--- src/rtl/simon_seq_gen_pkg.sv ---
// Shared types and constants for the Simon sequence generator.
package simon_pkg;
  localparam int          DIGIT_W    = 4;
  localparam int          NUM_DIGITS = 3;
  localparam logic [15:0] LFSR_TAPS  = 16'hB400;

  typedef enum logic [2:0] {IDLE, DRAW0, DRAW1, DRAW2, COMMIT} gen_state_t;
  typedef logic [DIGIT_W-1:0] digit_t;
endpackage

--- src/rtl/simon_seq_gen_if.sv ---
// Request/response bundle between the game controller and the generator.
interface simon_seq_gen_if;
  import simon_pkg::*;
  logic                          en;
  logic [NUM_DIGITS*DIGIT_W-1:0] idx;
  logic                          lsb;
  logic                          valid;
  logic                          busy;

  modport master (output en, input idx, lsb, valid, busy);
  modport slave  (input en, output idx, lsb, valid, busy);
endinterface

--- src/rtl/simon_seq_gen_lfsr16.sv ---
// Free-running 16-bit Galois LFSR (right shift); a zero seed would lock up, so it becomes 1.
module lfsr16
  import simon_pkg::*;
(
  input  logic        clk,
  input  logic        rst,
  input  logic [15:0] seed,
  output logic [15:0] q
);
  // Advance every cycle regardless of what the consumer is doing.
  always_ff @(posedge clk) begin
    if (rst) q <= (seed == 16'h0000) ? 16'h0001 : seed;
    else     q <= {1'b0, q[15:1]} ^ (q[0] ? LFSR_TAPS : 16'h0000);
  end
endmodule

--- src/rtl/simon_seq_gen.sv ---
// Draws three distinct 4-bit digits plus a Simon-says flag per request.
// Duplicate candidates are retried up to MAX_RETRY times, then replaced by
// the smallest digit not yet taken so a draw always terminates.
module simon_seq_gen
  import simon_pkg::*;
#(
  parameter logic [15:0] SEED        = 16'hACE1,
  parameter logic [4:0]  SAYS_THRESH = 5'd11,
  parameter int          MAX_RETRY   = 3
) (
  input  logic           clk,
  input  logic           rst,
  simon_seq_gen_if.slave bus
);
  localparam logic [2:0] RETRY_LIM = 3'(MAX_RETRY);

  gen_state_t  state;
  logic [15:0] lfsr;
  digit_t      s0, s1, cand, fallback, pick;
  logic [2:0]  retry;
  logic [15:0] used;
  logic        dup, says;

  lfsr16 u_lfsr (.clk(clk), .rst(rst), .seed(SEED), .q(lfsr));

  // A maximal-length Galois LFSR can never fall into the all-zero state.
  a_lfsr_nonzero: assert property (@(posedge clk) disable iff (rst) lfsr != 16'h0000);

  // Candidate screening and lowest-free-digit fallback for the current draw stage.
  always_comb begin
    cand = lfsr[3:0];
    says = ({1'b0, lfsr[7:4]} < SAYS_THRESH);
    used = '0;
    used[s0] = 1'b1;
    if (state == DRAW2) used[s1] = 1'b1;
    dup = (cand == s0) || ((state == DRAW2) && (cand == s1));
    fallback = '0;
    for (int i = 15; i >= 0; i--)
      if (!used[i]) fallback = digit_t'(i);
    pick = dup ? fallback : cand;
  end

  // Draw sequencer; idx/lsb/valid land together on the edge leaving DRAW2,
  // so valid is high during COMMIT and idx holds its old value until then.
  always_ff @(posedge clk) begin
    if (rst) begin
      state     <= IDLE;
      s0        <= '0;
      s1        <= '0;
      retry     <= '0;
      bus.idx   <= '0;
      bus.lsb   <= 1'b0;
      bus.valid <= 1'b0;
      bus.busy  <= 1'b0;
    end else begin
      bus.valid <= 1'b0;
      case (state)
        IDLE: if (bus.en) begin
          state    <= DRAW0;
          retry    <= '0;
          bus.busy <= 1'b1;
        end
        DRAW0: begin
          s0    <= cand;
          state <= DRAW1;
        end
        DRAW1: begin
          if (!dup || retry >= RETRY_LIM) begin
            s1    <= pick;
            retry <= '0;
            state <= DRAW2;
          end else begin
            retry <= retry + 3'd1;
          end
        end
        DRAW2: begin
          if (!dup || retry >= RETRY_LIM) begin
            bus.idx   <= {pick, s1, s0};
            bus.lsb   <= says;
            bus.valid <= 1'b1;
            retry     <= '0;
            state     <= COMMIT;
          end else begin
            retry <= retry + 3'd1;
          end
        end
        COMMIT: begin
          state    <= IDLE;
          bus.busy <= 1'b0;
        end
        default: state <= IDLE;
      endcase
    end
  end
endmodule

--- src/flat_wrapper.sv ---
// flat-port wrapper written by rule: the top's interface ports become plain ports
module simon_seq_gen_flat import simon_pkg::*;
#(
  parameter logic [15:0] SEED        = 16'hACE1,
  parameter logic [4:0]  SAYS_THRESH = 5'd11,
  parameter int          MAX_RETRY   = 3
)
  (clk, rst, bus_en, bus_idx, bus_lsb, bus_valid, bus_busy);
  simon_seq_gen_if bus_i ();
  input  logic clk;
  input  logic rst;
  input wire logic [$bits(bus_i.en)-1:0] bus_en;
  output wire logic [$bits(bus_i.idx)-1:0] bus_idx;
  output wire logic [$bits(bus_i.lsb)-1:0] bus_lsb;
  output wire logic [$bits(bus_i.valid)-1:0] bus_valid;
  output wire logic [$bits(bus_i.busy)-1:0] bus_busy;
  assign bus_i.en = bus_en;
  assign bus_idx = bus_i.idx;
  assign bus_lsb = bus_i.lsb;
  assign bus_valid = bus_i.valid;
  assign bus_busy = bus_i.busy;
  simon_seq_gen #(.SEED(SEED), .SAYS_THRESH(SAYS_THRESH), .MAX_RETRY(MAX_RETRY)) u_core (.clk(clk), .rst(rst), .bus(bus_i));
endmodule
--- config.mk ---
export PLATFORM = sky130hd
export DESIGN_NAME = simon_seq_gen_flat
export DESIGN_NICKNAME = d
export VERILOG_FILES = /design/src/rtl/simon_seq_gen_pkg.sv /design/src/rtl/simon_seq_gen_if.sv /design/src/rtl/simon_seq_gen_lfsr16.sv /design/src/rtl/simon_seq_gen.sv /design/src/flat_wrapper.sv
export SDC_FILE = /design/constraint.sdc
export NUM_CORES = 1
export LEC_CHECK = 0
export ABC_CLOCK_PERIOD_IN_PS = 3000
export CORE_MARGIN = 2
export CORE_UTILIZATION = 30
export CTS_CLUSTER_DIAMETER = 150
export DETAILED_ROUTE_END_ITERATION = 8
export PLACE_DENSITY = 0.58
export SYNTH_ARGS = -nofsm -noshare
export SYNTH_HDL_FRONTEND = slang
export SYNTH_SLANG_ARGS = --single-unit
--- constraint.sdc ---
create_clock -name clk -period 3 [get_ports clk]
set_clock_uncertainty 0.15 [all_clocks]
set_input_delay 0.6 -clock clk [delete_from_list [all_inputs] [get_ports clk]]
set_output_delay 0.6 -clock clk [all_outputs]
set_load 0.02 [all_outputs]
==> flow_summary.toml, run 1 <==
[clock_network]
number_of_buffers_inserted_during_clock_tree_synthesis = 5
post-cts-setup-buffer-count = 0
clock_transition_at_the_registers_of_the_reported_paths_ns = 0.08
htree_levels = 2
clock_tree_from_tritoncts = "built"
cts-resized-gates = 0
cts_sinks = 45
cts-hold-fix-buffers = 0
clock_path_buffers = 2
clockRootBuffer = "clkbuf_8"
worst_skew_pair.late_latency_ns = 0.29

[timing]
slew_violations = 0
finalWorstPathRequiredPeriod_ns = 2.519
max_slew_margin = 0.5122
timing_hold_violations_final = 0
layout_worst_path_cycle_share = 0.8396
setup_viol_count_final = 0
rsz_0062_raised_after_global_routing = "false"
setup_total_negative_slack_ns = 0
clock.fmax_mhz = 397.0
finalHoldWorstSlack_ns = 0.2670
worst_margin_slew_ns = 0.7317

[die]
top_level_ports = 18
floorplan.core_area_mm2 = 0.005956
rows = 28
initial_utilization = 0.3116
full_die_area_mm2 = 0.006830
dieHeight_um = 82.65
floorplan.die.width_um = 82.65

[placement]
dp_cells = 273
placed_wire_length_estimate_after_detailed_placement_mm = 2.362
detailed_place.area_mm2 = 0.002059
placement.io_buffers = 17
gp_congestion = 0.7693

[min_path]
hold_class = "register to register"

[grt]
track_usage = 0.1158
grt_overflow = 0
pin_count_of_the_biggest_net_entering_global_routing = 46
first_global_vias = 1261
global_route_wire_length_before_repair_mm = 6.065
initial_antenna_violation_count = 0

[synthesis]
seq_area_frac_synth = 0.4855
netlist-cell-type-count = 41
syn_area_per_cell_um2 = 9.565
ys_dominant_reg_cell = "dfxtp_1"
ys_top_cells_by_area = "dfxtp_1, a21oi_1, o21ai_0"
count_of_flip_flops_with_a_built_in_enable_after_synthesis = 0
mappedNetlistArea_mm2 = 0.001856
synth.ff_latch_count = 45
yosys.cell_count.top_type = "dfxtp_1"
netlist_instances = 194
synth_top_area_frac = 0.4855
post-synth-top-area-cell = "dfxtp_1"
mappedNetlistNets = 199
top_cells_by_instance_count_after_synthesis = "dfxtp_1, a21oi_1, o21ai_0, nand3_1, clkbuf_1"
yosys_warnings = 0
synthArstFlopShare = 0

[final_layout]
stdcell_count = 281
synthToLayoutAreaGrowth_pct = 16.18
fraction_of_final_layout_cells_sized_beyond_drive_strength_1 = 0.1117
antenna_fix_cells = 0
multi_input_area_um2 = 875.8
final_net_count = 210
final-seq-area_um2 = 900.9
fillers = 636
layout.cell_area.non_filler_mm2 = 0.002156

[drt]
via_count = 1377
drt.antenna.violating_nets = 0
route.detailed.wl_per_inst_um = 12.93
drt-pass1-iter-count = 4
route.detailed.vias_per_inst = 4.900
detail_route.iter0.violations = 73
drt-total-wl_mm = 3.634
drc_errors = 0

[critical_path]
worst-endpoint-required_ns = 3.05
arrival_ns = 2.57
cp-end-kind = "register"
timing.critical_path.fanout_max = 17
worst_setup_path_start_kind = "register"
crit_type = "register to register"
ff2ff_setup_slack_ns = 0.48

[pwr]
switching_share = 0.2691
p_total_w = 0.001194
power.leakage_nw = 0.7677
p_int_w = 0.0008730
power_switching_w = 0.0003214
max-vdd-ir-drop_uv = 241.3
power_density_mw_per_mm2 = 554.0
comb_power_share = 0.126
p_seq_frac = 0.552
clock_power_share = 0.323

[run_status]
outcome = "finished, final reports clean"

[job]
reported_max_cap_violation_count = 0
## kinds of logic after synthesis
kind of cell | Yosys count | synth area share
fa+ha+maj | 2 | 0.01348
simple gates | 59 | 0.1942
flops | 45 | 0.4855
xor+xnor | 12 | 0.06069
compound gates | 58 | 0.1929
buf+inv | 16 | 0.04248
mux | 2 | 0.01079
## path summary, 6_finish.rpt
kind,start,to,cells past startpoint
worst max register to register,u_core.retry[0]$_SDFFE_PP0P_,u_core.bus.lsb$_SDFFE_PP0P_,7
worst max-delay path,u_core.retry[0]$_SDFFE_PP0P_,u_core.bus.lsb$_SDFFE_PP0P_,7
worst min register to register,u_core.u_lfsr.q[8]$_SDFF_PP0_,u_core.u_lfsr.q[7]$_SDFF_PP1_,1
worst min-delay path,u_core.u_lfsr.q[8]$_SDFF_PP0_,u_core.u_lfsr.q[7]$_SDFF_PP1_,1
## cells in the final DEF (no fill, tap or decap), types with 3 or more instances in the layout
master,Yosys,routed
or2_2,6,6
nand2b_1,3,3
xnor2_1,3,3
nor2b_1,8,8
dfxtp_1,45,45
a21oi_1,23,23
nand2_1,7,7
xor2_1,8,8
o21ai_0,16,16
clkbuf_8,0,6
nor2_1,8,8
clkdlybuf4s50_1,0,17
a211oi_1,5,5
nand3_1,11,11
a311oi_1,3,3
## state kept, by name, indices dropped and copies added (netlist names)
register,count
u_core.s1,4
u_core.state,3
u_core.bus.valid,1
u_core.retry,3
u_core.s0,4
u_core.u_lfsr.q,16
u_core.bus.idx,12
u_core.bus.busy,1
u_core.bus.lsb,1
## power by group through the flow
stage	clock network, W	registers, W	logic (W)
global route	0.000430	0.000664	0.000166
finish	0.000385	0.000659	0.000150
floorplan	0	0.000658	0.000130
global placement	0	0.000673	0.000151
CTS	0.000405	0.000659	0.000151
detailed placement	0	0.000673	0.000151
## cell type report
cell class                      count  share of cell area
Clock buffer                        6             0.03831
Clock inverter                      2            0.006384
Inverter                            1            0.001741
Multi-Input combinational cell    133              0.4063
Sequential cell                    45              0.4179
Tap cell                           75             0.04353
Timing Repair Buffer               19             0.08590
## per-stage QoR
| stage | worst slack (ns) | utilization |
|---|---|---|
| after floorplan | 0.8923 | - |
| after global placement | 0.5816 | 0.3458 |
| after detailed placement | 0.4943 | 0.3458 |
| after CTS | 0.4640 | 0.3620 |
| after global routing | 0.2398 | 0.3620 |
| final | 0.4812 | 0.3620 |
## routing by layer
metal  wire (um)  GRT usage  vias to the layer above
met5           0          0                        -
met1        1846     0.1539                      650
li1            -          -                      708
met3          95    0.02935                        4
met4          40    0.04426                        0
met2        1651     0.1798                       15
## critical path: stages, from the launching register on
cell	delay (ns)
dfxtp_1	0.34
ha_1	0.20
ha_1	0.18
a211oi_1	0.40
and2_4	0.24
a22o_1	0.47
nor2_1	0.15
a311oi_1	0.30
Power figures use the tool's default switching activity.
==> run 2: changes to the inputs <==
ABC_CLOCK_PERIOD_IN_PS = 2100   (was 3000)
PLACE_DENSITY = 0.6   (was 0.58)
clock period = 2.1 ns   (was 3 ns; I/O delays follow)
==> run 2 against run 1 <==
Effect of this change: cell area up 7.4%; wire length up 4.4%; via count up 5.4%; total power up 54%; first-iteration DRC count down 34%; global-route usage up 0.98 points; combinational power up 96%; non-clock buffer count up 13; fmax up 24%; critical endpoint is now u_core.retry[0]$_SDFFE_PP0P_.
==> flow_summary.toml, run 2 (synthesized netlist as in run 1, its figures left out) <==
[drt]
drc_errors = 0
detail_route.iter0.violations = 48
drt.antenna.violating_nets = 0
met2_wirelength_mm = 1.821
route.detailed.wl_per_inst_um = 12.95
highest-signal-layer = "met4"
wirelength_met1_mm = 1.801
drt-total-wl_mm = 3.793
drt-pass1-iter-count = 4
route.detailed.vias_per_inst = 4.952
detailroute.wirelength.met3_um = 118
via_count = 1451

[critical_path]
cpPeakStageDelay_ns = 0.49
launch_point_of_the_worst_reg_to_reg_path = "u_core.retry[0]$_SDFFE_PP0P_"
cell_repeated_most_along_the_worst_path = "ha_1"
r2r.worst_path.cells = 7
reg_to_reg_critical_path_endpoint = "u_core.retry[0]$_SDFFE_PP0P_"
crit_type = "register to register"
timing.critical_path.cells = "ha_1 > ha_1 > a211oi_2 > and2_4 > a22oi_2 > or4b_1 > a21oi_1"
ff2ff_setup_slack_ns = 0.07
critPathSlowestCell = "or4b_1"
cp_startpoint = "u_core.retry[0]$_SDFFE_PP0P_"
critPathCapture = "u_core.retry[0]$_SDFFE_PP0P_"
arrival_ns = 2.12
worst-endpoint-required_ns = 2.19
worst_setup_path_start_kind = "register"
cp-end-kind = "register"
timing.critical_path.fanout_max = 4

[timing]
max_slew_margin = 0.6918
timing_hold_violations_final = 0
layout_worst_path_cycle_share = 0.9654
finalWorstPathRequiredPeriod_ns = 2.027
worst_margin_slew_ns = 0.4606
setup_total_negative_slack_ns = 0
setup_viol_count_final = 0
rsz_0062_raised_after_global_routing = "false"
slew_violations = 0
setup_ws_ns = 0.07275
clock.fmax_mhz = 493.3

[clock_network]
worst_skew_pair.late_latency_ns = 0.30
clock_tree_from_tritoncts = "built"
clock_path_buffers = 2
post-cts-setup-buffer-count = 0
clockRootBuffer = "clkbuf_8"
cts_sinks = 45
clock_transition_at_the_registers_of_the_reported_paths_ns = 0.09
number_of_buffers_inserted_during_clock_tree_synthesis = 5
cts-resized-gates = 0
cts-hold-fix-buffers = 0
htree_levels = 2

[grt]
initial_antenna_violation_count = 0
grt_overflow = 0
pin_count_of_the_biggest_net_entering_global_routing = 46
track_usage = 0.1255
first_global_vias = 1434
global_route_wire_length_before_repair_mm = 6.561

[final_layout]
synthToLayoutAreaGrowth_pct = 24.75
fraction_of_final_layout_cells_sized_beyond_drive_strength_1 = 0.1743
largest_register_ff_count = 16
max_flop_register = "u_core.u_lfsr.q"
final_net_count = 223
commonest_non_fill_non_tap_cell_in_the_layout = "dfxtp_1"
finish.utilization = 0.3887
largest_registers = "u_core.u_lfsr.q: 16 flops, u_core.bus.idx: 12 flops"
stdcell_count = 293
final_cell_mix = "dfxtp_1, a21oi_1, clkdlybuf4s50_1, o21ai_0, buf_4"
antenna_fix_cells = 0

[placement]
gp_congestion = 0.7397
placement.io_buffers = 17
dp_cells = 286
post-place-ws_ns = 0.02985
placed_wire_length_estimate_after_detailed_placement_mm = 2.650

[job]
reported_max_cap_violation_count = 0

[die]
full_die_area_mm2 = 0.006830
initial_utilization = 0.3116
top_level_ports = 18
rows = 28
floorplan.core_area_mm2 = 0.005956
dieHeight_um = 82.65
floorplan.die.width_um = 82.65

[pwr]
power_density_mw_per_mm2 = 793.1
max-vdd-ir-drop_uv = 464.4
power.leakage_nw = 0.8517

[min_path]
hold_class = "register to register"

[run_status]
outcome = "finished, final reports clean"
## run 2: where the power goes
part           internal [W]  leakage, nW  total [W]  switching, W
registers          0.000893        0.368   0.000917     0.0000246
clock network      0.000346       0.0540   0.000624      0.000278
logic              0.000131        0.429   0.000294      0.000163
## run 2: through the flow
stage / power [W] / hold slack [ns] / instance area (um2)
finish: 0.001836 / 0.2625 / 2315
global placement: 0.001215 / 0.2439 / 2187
CTS: 0.001849 / 0.2645 / 2291
floorplan: 0.001127 / 0.2395 / 1861
global route: 0.001928 / 0.2723 / 2315
detailed placement: 0.001220 / 0.2446 / 2187
## run 2: critical path: cells and delay by family, from the launching register on
kind,cells,cell delay [ns]
flip-flops,1,0.33
adder cells (fa/ha/maj),2,0.39
AO/OA/AOI/OAI,3,0.41
AND/OR/NAND/NOR,2,0.69
## run 2: how the worst min path moves through the flow
stage               slack, ns                           start                              to  cells past startpoint
finish                   0.26  u_core.u_lfsr.q[12]$_SDFF_PP0_  u_core.u_lfsr.q[11]$_SDFF_PP1_                      1
global route             0.27   u_core.u_lfsr.q[8]$_SDFF_PP0_   u_core.u_lfsr.q[7]$_SDFF_PP1_                      1
CTS                      0.26  u_core.u_lfsr.q[12]$_SDFF_PP0_  u_core.u_lfsr.q[11]$_SDFF_PP1_                      1
detailed placement       0.24  u_core.u_lfsr.q[12]$_SDFF_PP0_  u_core.u_lfsr.q[11]$_SDFF_PP1_                      1
global placement         0.24  u_core.u_lfsr.q[12]$_SDFF_PP0_  u_core.u_lfsr.q[11]$_SDFF_PP1_                      1
floorplan                0.24  u_core.u_lfsr.q[12]$_SDFF_PP0_  u_core.u_lfsr.q[11]$_SDFF_PP1_                      1
## run 2: cell type report
type / count / area (um2)
Fill cell: 606 / 3641
Multi-Input combinational cell: 133 / 904.6
Sequential cell: 45 / 900.9
Timing Repair Buffer: 32 / 307.8
Tap cell: 75 / 93.84
Clock buffer: 5 / 68.82
Clock inverter: 2 / 35.03
Inverter: 1 / 3.754
## run 2: per-layer routing
metal  up-vias  global-route usage
met1       691              0.1547
met5         -                   0
met2        17              0.2113
met4         0             0.03934
li1        737                   -
met3         6             0.03587
